$ cat src/rtl/johnson_seq_ctrl_pkg.sv
// Shared definitions for the Johnson sequence controller.
//   state_t      : controller FSM encoding (IDLE, RUN, DONE)
//   SEED_DEFAULT : generator value after reset / lockout recovery
//   jc_valid     : true when a 4-bit value is one of the 8 Johnson states
//   jc_next      : one twisted-ring step
package johnson_seq_ctrl_pkg;

  typedef enum logic [1:0] {
    IDLE = 2'd0,
    RUN  = 2'd1,
    DONE = 2'd2
  } state_t;

  localparam logic [3:0] SEED_DEFAULT = 4'b0000;

  // A Johnson state has at most one transition between adjacent bits
  // (Q[3]..Q[0]); the lockout states all have two or three.
  function automatic logic jc_valid(input logic [3:0] q);
    logic [2:0] t;
    t = q[3:1] ^ q[2:0];
    return (t == 3'b000) || (t == 3'b001) || (t == 3'b010) || (t == 3'b100);
  endfunction

  // Q[0]<=Q[1], Q[1]<=Q[2], Q[2]<=Q[3], Q[3]<=~Q[0]
  function automatic logic [3:0] jc_next(input logic [3:0] q);
    return {~q[0], q[3:1]};
  endfunction

endpackage

$ cat src/rtl/johnson_core.sv
// 4-bit Johnson generator register.
//   clk      : clock, rising edge
//   clr      : asynchronous active-low reset, loads SEED
//   en       : advance one step
//   load     : load load_val (wins over en)
//   load_val : value for load
//   q        : generator state
module johnson_core
  import johnson_seq_ctrl_pkg::*;
#(
  parameter logic [3:0] SEED = SEED_DEFAULT
) (
  input  logic       clk,
  input  logic       clr,
  input  logic       en,
  input  logic       load,
  input  logic [3:0] load_val,
  output logic [3:0] q
);

  always_ff @(posedge clk or negedge clr) begin
    if (!clr) begin
      q <= SEED;
    end else if (load) begin
      q <= load_val;
    end else if (en) begin
      q <= jc_next(q);
    end
  end

endmodule

$ cat src/rtl/johnson_seq_ctrl.sv
// Two-requester controller/arbiter for a 4-bit Johnson generator.
// Owns stepping, configuration loads and lockout recovery.
//   clk       : clock, rising edge
//   clr       : asynchronous active-low reset
//   req[1:0]  : level requests, held until done or abort
//   steps0/1  : step count per requester, sampled at grant
//   cfg_load  : load cfg_val into the generator (IDLE only)
//   cfg_val   : value for cfg_load
//   gnt[1:0]  : one-hot grant, held from grant through DONE
//   busy      : high in RUN and DONE
//   done      : one-cycle completion pulse
//   err       : one-cycle pulse after a lockout recovery
//   Q         : generator state
module johnson_seq_ctrl
  import johnson_seq_ctrl_pkg::*;
#(
  parameter logic [3:0]  SEED   = SEED_DEFAULT,
  parameter int unsigned STEP_W = 4
) (
  input  logic              clk,
  input  logic              clr,
  input  logic [1:0]        req,
  input  logic [STEP_W-1:0] steps0,
  input  logic [STEP_W-1:0] steps1,
  input  logic              cfg_load,
  input  logic [3:0]        cfg_val,
  output logic [1:0]        gnt,
  output logic              busy,
  output logic              done,
  output logic              err,
  output logic [3:0]        Q
);

  localparam logic [STEP_W-1:0] STEP_ONE = {{(STEP_W-1){1'b0}}, 1'b1};

  state_t            state;
  logic              ptr;        // 1: requester 1 wins a tie
  logic [STEP_W-1:0] remaining;
  logic              q_valid;
  logic              abort;
  logic              win;        // 1: requester 1 is the winner
  logic [STEP_W-1:0] win_steps;
  logic              core_en;
  logic              core_load;
  logic [3:0]        core_val;

  assign q_valid   = jc_valid(Q);
  // gnt is one-hot in RUN, so this sees only the granted requester's line.
  assign abort     = (state == RUN) && ((req & gnt) == 2'b00);
  assign win       = (req == 2'b10) || ((req == 2'b11) && ptr);
  assign win_steps = win ? steps1 : steps0;

  // Recovery overrides both cfg_load and stepping; an invalid Q never steps.
  assign core_load = !q_valid || ((state == IDLE) && cfg_load);
  assign core_val  = q_valid ? cfg_val : SEED;
  assign core_en   = (state == RUN) && q_valid && !abort;

  johnson_core #(.SEED(SEED)) u_core (
    .clk      (clk),
    .clr      (clr),
    .en       (core_en),
    .load     (core_load),
    .load_val (core_val),
    .q        (Q)
  );

  always_ff @(posedge clk or negedge clr) begin
    if (!clr) begin
      state     <= IDLE;
      ptr       <= 1'b0;
      remaining <= '0;
      gnt       <= 2'b00;
      busy      <= 1'b0;
      done      <= 1'b0;
      err       <= 1'b0;
    end else begin
      err <= !q_valid;
      case (state)
        IDLE: begin
          if (!cfg_load && (req != 2'b00)) begin
            gnt       <= win ? 2'b10 : 2'b01;
            busy      <= 1'b1;
            remaining <= win_steps;
            // A zero-step grant skips RUN; DONE then raises done one
            // cycle later so the grant is still visible for two cycles.
            state     <= (win_steps == '0) ? DONE : RUN;
          end
        end
        RUN: begin
          if (abort) begin
            state <= IDLE;
            gnt   <= 2'b00;
            busy  <= 1'b0;
            ptr   <= ~gnt[1];
          end else if (q_valid) begin
            remaining <= remaining - STEP_ONE;
            if (remaining == STEP_ONE) begin
              state <= DONE;
              done  <= 1'b1;
            end
          end
        end
        DONE: begin
          if (!done) begin
            done <= 1'b1;
          end else begin
            state <= IDLE;
            gnt   <= 2'b00;
            busy  <= 1'b0;
            done  <= 1'b0;
            ptr   <= ~gnt[1];
          end
        end
        default: state <= IDLE;
      endcase
    end
  end

endmodule

$ cat config.mk
export PLATFORM = sky130hd
export DESIGN_NAME = johnson_seq_ctrl
export DESIGN_NICKNAME = d
export VERILOG_FILES = /design/src/rtl/johnson_seq_ctrl_pkg.sv /design/src/rtl/johnson_core.sv /design/src/rtl/johnson_seq_ctrl.sv
export SDC_FILE = /design/constraint.sdc
export NUM_CORES = 1
export LEC_CHECK = 0
export ABC_AREA = 1
export BUFFER_PORTS_ARGS = -buffer_cell sky130_fd_sc_hd__buf_2
export CAP_MARGIN = 30
export CORE_ASPECT_RATIO = 1.1
export CORE_UTILIZATION = 45
export DETAILED_ROUTE_END_ITERATION = 12
export GPL_TIMING_DRIVEN = 0
export MAX_ROUTING_LAYER = met4
export PLACE_DENSITY = 0.69
export SLEW_MARGIN = 0
export SYNTH_ARGS = -nofsm -noshare
export SYNTH_HDL_FRONTEND = slang
export SYNTH_SLANG_ARGS = --single-unit
$ cat constraint.sdc
create_clock -name clk -period 1.59 [get_ports clk]
set_input_delay 0.318 -clock clk [delete_from_list [all_inputs] [get_ports clk]]
set_output_delay 0.318 -clock clk [all_outputs]
set_load 0.1 [all_outputs]
# After elaboration in Yosys (flattened, before gate mapping)

Cells that the tools add are included.

Output and inout bits: 9
Bits in registers: 16
Word-level logic and storage cells: 88

Reductions and logical operators: 28
Bitwise gates (word level): 4
Equality and inequality tests: 16
Mux-type cells: 31
$add $sub $neg: 1

Operators with widths:

| cell                                                   | number |
|---|---|
| two-way mux 4 bit                                      | 7 |
| two-way mux 2 bit                                      | 9 |
| AND reduction 4 bit                                    | 4 |
| case mux 2 bit (3 select lines)                        | 2 |
| two-way mux 1 bit                                      | 9 |
| inequality test 2 bit (second input constant)          | 4 |
| case mux 4 bit (2 select lines)                        | 1 |
| nonzero test 2 bit                                     | 4 |
| == test 2 bit (second input constant)                  | 3 |
| logical AND 1 bit                                      | 6 |
| logical OR 1 bit                                       | 5 |
| == test 4 x 1 -> 1 bit (second input constant)         | 1 |
| logical NOT 2 bit                                      | 2 |
| logical NOT 4 bit                                      | 1 |
| inequality test 2 x 1 -> 1 bit (second input constant) | 2 |
| case mux 1 bit (2 select lines)                        | 2 |
| subtractor 4 x 1 -> 4 bit (second input constant)      | 1 |
| == test 3 x 1 -> 1 bit (second input constant)         | 1 |
| == test 3 x 2 -> 1 bit (second input constant)         | 1 |
| == test 3 bit (second input constant)                  | 1 |
| logical NOT 1 bit                                      | 3 |
| logical NOT 3 bit                                      | 1 |
| inequality test 3 x 2 -> 1 bit (second input constant) | 1 |
| inequality test 3 bit (second input constant)          | 1 |
| 7 further kinds                                        | 8 |

# Depth between registers and ports, before layout

Depth after elaboration: 9
Gate-level depth with buffers: 10
Mapped depth without buffers: 10

# Modules after synthesis

Synthesis repeated with hierarchy kept, for this count alone.

Cell total of the unflattened synthesis: 170
Area total of the unflattened synthesis: 1141.1 µm²

Modules (own cells, without submodules):

| module           | sequential area each (µm²) | instances | cells each | area each (µm²) |
|---|---|---|---|---|
| johnson_seq_ctrl | 300.3                      | 1         | 145        | 952.2 |
| johnson_core     | 100.1                      | 1         | 25         | 188.9 |

# Worst setup path after synthesis

No wires, ideal clock.

Kind: register -> register
From: register u_core.q[0]
To: register done
Data arrival time: 1834 ps
Setup slack: -320 ps
Clock period less this slack: 1910 ps
Setup time: 76 ps
Cell stages (with the launch flop): 9
Cells stage by stage: dfrtp_1 > inv_1 > nand2_1 > nand3_1 > nand2_2 > nand2_1 > o211ai_1 > nand2_1 > o21ai_1

Word-level cells in the longest chain between the ends: 7
Elaborated cells on any way between the ends: 10

Ends and longest elaborated chain:

| what                                                               | line                       | text |
|---|---|---|
| from (decl)                                                        | johnson_core.sv:18         | `output logic [3:0] q` |
| from (signal assigned)                                             | johnson_core.sv:25         | `q <= load_val;` |
| from (signal assigned)                                             | johnson_core.sv:27         | `q <= jc_next(q);` |
| bitwise XOR 3 bit (*)                                              | johnson_seq_ctrl_pkg.sv:20 | `t = q[3:1] ^ q[2:0];` |
| == test 3 x 1 -> 1 bit / logical NOT 3 bit (equally long branches) | johnson_seq_ctrl_pkg.sv:21 | `return (t == 3'b000) \|\| (t == 3'b001) \|\| (t == 3'b010) \|\| (t == 3'b100);` |
| logical OR 1 bit (2 in series)                                     | johnson_seq_ctrl_pkg.sv:21 |  |
| logical OR 1 bit (*)                                               | johnson_seq_ctrl_pkg.sv:21 |  |
| inequality test 2 bit (no source line) (*)                         | -                          |  |
| AND reduction 4 bit (no source line) (*)                           | -                          |  |
| to (signal assigned)                                               | johnson_seq_ctrl.sv:74     | `done <= 1'b0;` |
| to (signal assigned)                                               | johnson_seq_ctrl.sv:99     | `done <= 1'b1;` |
| to (signal assigned)                                               | johnson_seq_ctrl.sv:105    | `done <= 1'b1;` |
| to (decl)                                                          | johnson_seq_ctrl.sv:29     | `output logic done,` |

Every way passes the cells marked *; elsewhere a longest branch is shown, timed or not.
A chain may end at the register's enable or synchronous reset.

# Worst setup path after layout

From: register state[1]
To: register done

Word-level cells in the longest chain between the ends: 4
Elaborated cells on any way between the ends: 9

Ends and longest elaborated chain:

| what                                   | line                                           | text |
|---|---|---|
| from (decl)                            | johnson_seq_ctrl.sv:36                         | `state_t state;` |
| from (signal assigned)                 | johnson_seq_ctrl.sv:86                         | `state <= (win_steps == '0) ? DONE : RUN;` |
| == test 2 x 1 -> 1 bit                 | johnson_seq_ctrl.sv:49, johnson_seq_ctrl.sv:78 |  |
| logical AND 1 bit                      | johnson_seq_ctrl.sv:49                         | `assign abort = (state == RUN) && ((req & gnt) == 2'b00);` |
| inequality test 2 bit (no source line) | -                                              |  |
| AND reduction 4 bit (no source line)   | -                                              |  |

Parallel ways exist; a longest one is shown, timed or not.

==> impl_metrics.toml <==
[critical_path]
end_kind = "flop"
rrSetupSlack_ns = 0.08
cp_num_buf_inv = 2
r2r_start = "state[1]$_DFFE_PN0P_"
path_max_fanout = 8
crit_family = "flip-flops"
path_class = "flop to flop"
cp_slowest_cell = "dfrtp_1"
r2r_cells = 7
critPathLaunchType = "flop"
required_ns = 1.76
reg2reg_to = "done$_DFFE_PN0P_"
cp.arrival_ns = 1.68
worstPathCellList = "inv_1, ha_2, inv_2, o21ai_0, o211ai_1, nand2_1, o21ai_1"
worst_path_largest_cell_delay_ns = 0.41

[final_layout]
drive_gt1_share_pct = 26.1
final_net_count = 212
antenna_cells = 0
fin_cells = 218
area_growth_syn_to_layout_pct = 20.7

[sta]
tightest_slew_ns = 0.488
finalWorstSetupSlack_ns = 0.0850
clock_skew_ns = 0.00284
min_period_over_period_pct = 94.7
rsz0062_at_grt = "true"
drv_slew = 0
finalCriticalPeriod_ns = 1.51
setup-violations-final = 0
finalHoldViolations = 0
max_freq_ghz = 0.664
slew_headroom_pct = 67.7
timing.hold.ws_ns = 0.318

[clock_tree]
cts_root_buf = "clkbuf_4"
path_clk_slew_ns = 0.10
cts_buffer_depth = 2
clk_latency_ns = 0.28
cts.sinks = 16
cts_tree = "yes"
h-tree-depth = 1
numCtsBuffers = 3

[place]
gp_congestion = 0.782
port_buffers = 25
dp_slack_ns = -0.0440
dp_hpwl_mm = 1.94
dpl.cell_count = 212

[global_route]
grt.overflow.total = 0
grt_max_degree = 17
grt_pass1_wl_mm = 4.02
grt_usage_pct = 20.7
grt_pass1_vias = 977
antenna_found_initial = 0

[die]
die-area_mm2 = 0.00268
die_x_um = 49.4
core_mm2 = 0.00230
num_rows = 18
start_util_pct = 48.4
die_h_um = 54.1
ioPinCount = 26

[outcome]
status = "completed"

[synthesis]
syn_avg_cell_area_um2 = 7.08
yosys-top-cells-count = "nand2_1 (56), inv_1 (23), nand3_1 (17)"
netlist_area_mm2 = 0.00111
yosys_register_bits = 16
yosysMostFrequentCell = "nand2_1"
synthCells = 157
synth_ff_type = "dfrtp_1"
async_flop_share_pct = 100
synth_top_area_share_pct = 36.0
yosys_warnings = 0
synth_area_leaders = "dfrtp_1 (36%), nand2_1 (19%), inv_1 (7.8%)"
synth_area_leader_cell = "dfrtp_1"
synth.yosys.seq_area_share_pct = 36.0
synth_edf_count = 0
synth.net_count = 180
synthDistinctLibCells = 23

[job]
maxCapViolations = 0

[min_path]
worst_hold_path_type = "input port to flop"
whs_path_depth = 5
min_to = "u_core.q[1]$_DFFE_PN0P_"
worstHoldStart = "cfg_val[1]"

[detailed_routing]
wl_per_cell_um = 11.2
ant_nets = 0
drt-initial-drc-count = 15
drt_pass1_iterations = 4
drcViolationCount = 0
drt-total-wl_mm = 2.44
vias = 1058
detail_route.vias_per_cell = 4.85
## state kept, by name (all words and copies together) (netlist names)
signal	count
remaining	4
u_core.q	4
gnt	2
state	2
busy	1
done	1
err	1
ptr	1
## cell usage in the layout (no fill, tap or decap), drive strengths merged
master       Yosys  final
nand2           58     58
buf              0     26
inv             24     24
nand3           19     19
o21ai           19     19
dfrtp           16     16
nor2             8      8
ha               6      6
clkbuf           0      4
nand3b           1      1
a21oi            1      1
o21bai           1      1
o211ai           1      1
o22ai            1      1
nand4            1      1
o21a             1      1
dlygate4sd3      0      1
## metrics by stage
stage / instance area, um2 / TNS, ns / utilization [%]
floorplan: 1120 / 0 / -
finish: 1340 / 0 / 58.4
global placement: 1280 / 0 / 55.9
detailed placement: 1280 / -0.0440 / 55.9
global route: 1340 / -0.169 / 58.4
CTS: 1330 / 0 / 58.0
## per-layer routing
layer	part of all wire (%)	track usage, %
met1	45	21.4
met2	50	39.3
met3	2.4	2.54
met4	2.5	10.5
met5	0	-
## how the worst max path moves through the flow
stage | startpoint | end | depth (start not counted)
final | state[1]$_DFFE_PN0P_ | done$_DFFE_PN0P_ | 7
after global routing | state[1]$_DFFE_PN0P_ | done$_DFFE_PN0P_ | 7
after CTS | state[0]$_DFFE_PN0P_ | u_core.q[2]$_DFFE_PN0P_ | 8
after detailed placement | state[1]$_DFFE_PN0P_ | done$_DFFE_PN0P_ | 7
after global placement | state[1]$_DFFE_PN0P_ | done$_DFFE_PN0P_ | 7
after floorplan | u_core.q[0]$_DFFE_PN0P_ | done$_DFFE_PN0P_ | 8
## worst register-to-register path: cells and delay by family (launching register included)
| family | cells | cell delay (ns) |
|---|---|---|
| compound gates | 3 | 0.38 |
| fa+ha+maj | 1 | 0.31 |
| buf+inv | 2 | 0.21 |
| flops | 1 | 0.41 |
| simple gates | 1 | 0.08 |
## cells by family after synthesis
group | count (synthesis) | synth area share, %
buffers and inverters | 24 | 8.10
DFF | 16 | 36.0
adders and majority gates | 6 | 6.75
AOI/OAI and AO/OA | 24 | 13.3
and+or+nand+nor | 87 | 35.9
## what timing repair did
item,CTS,global route
gates resized for setup,1,1
hold buffers,1,0
endpoints found under the setup margin,1,5
cloned,0,0
endpoints found under the hold margin,16,0
setup buffers,0,1
## area by class of cell
type                            instances  area [um2]
Sequential cell                        16         409
Inverter                               24        90.1
Multi-Input combinational cell        117         627
Fill cell                             229         955
Timing Repair Buffer                   27         143
Clock buffer                            4        36.3
Tap cell                               30        37.5
Power is left out: the tool's default activity adds up to more than one toggle a clock period on the data nets, which glitch-free logic cannot reach.
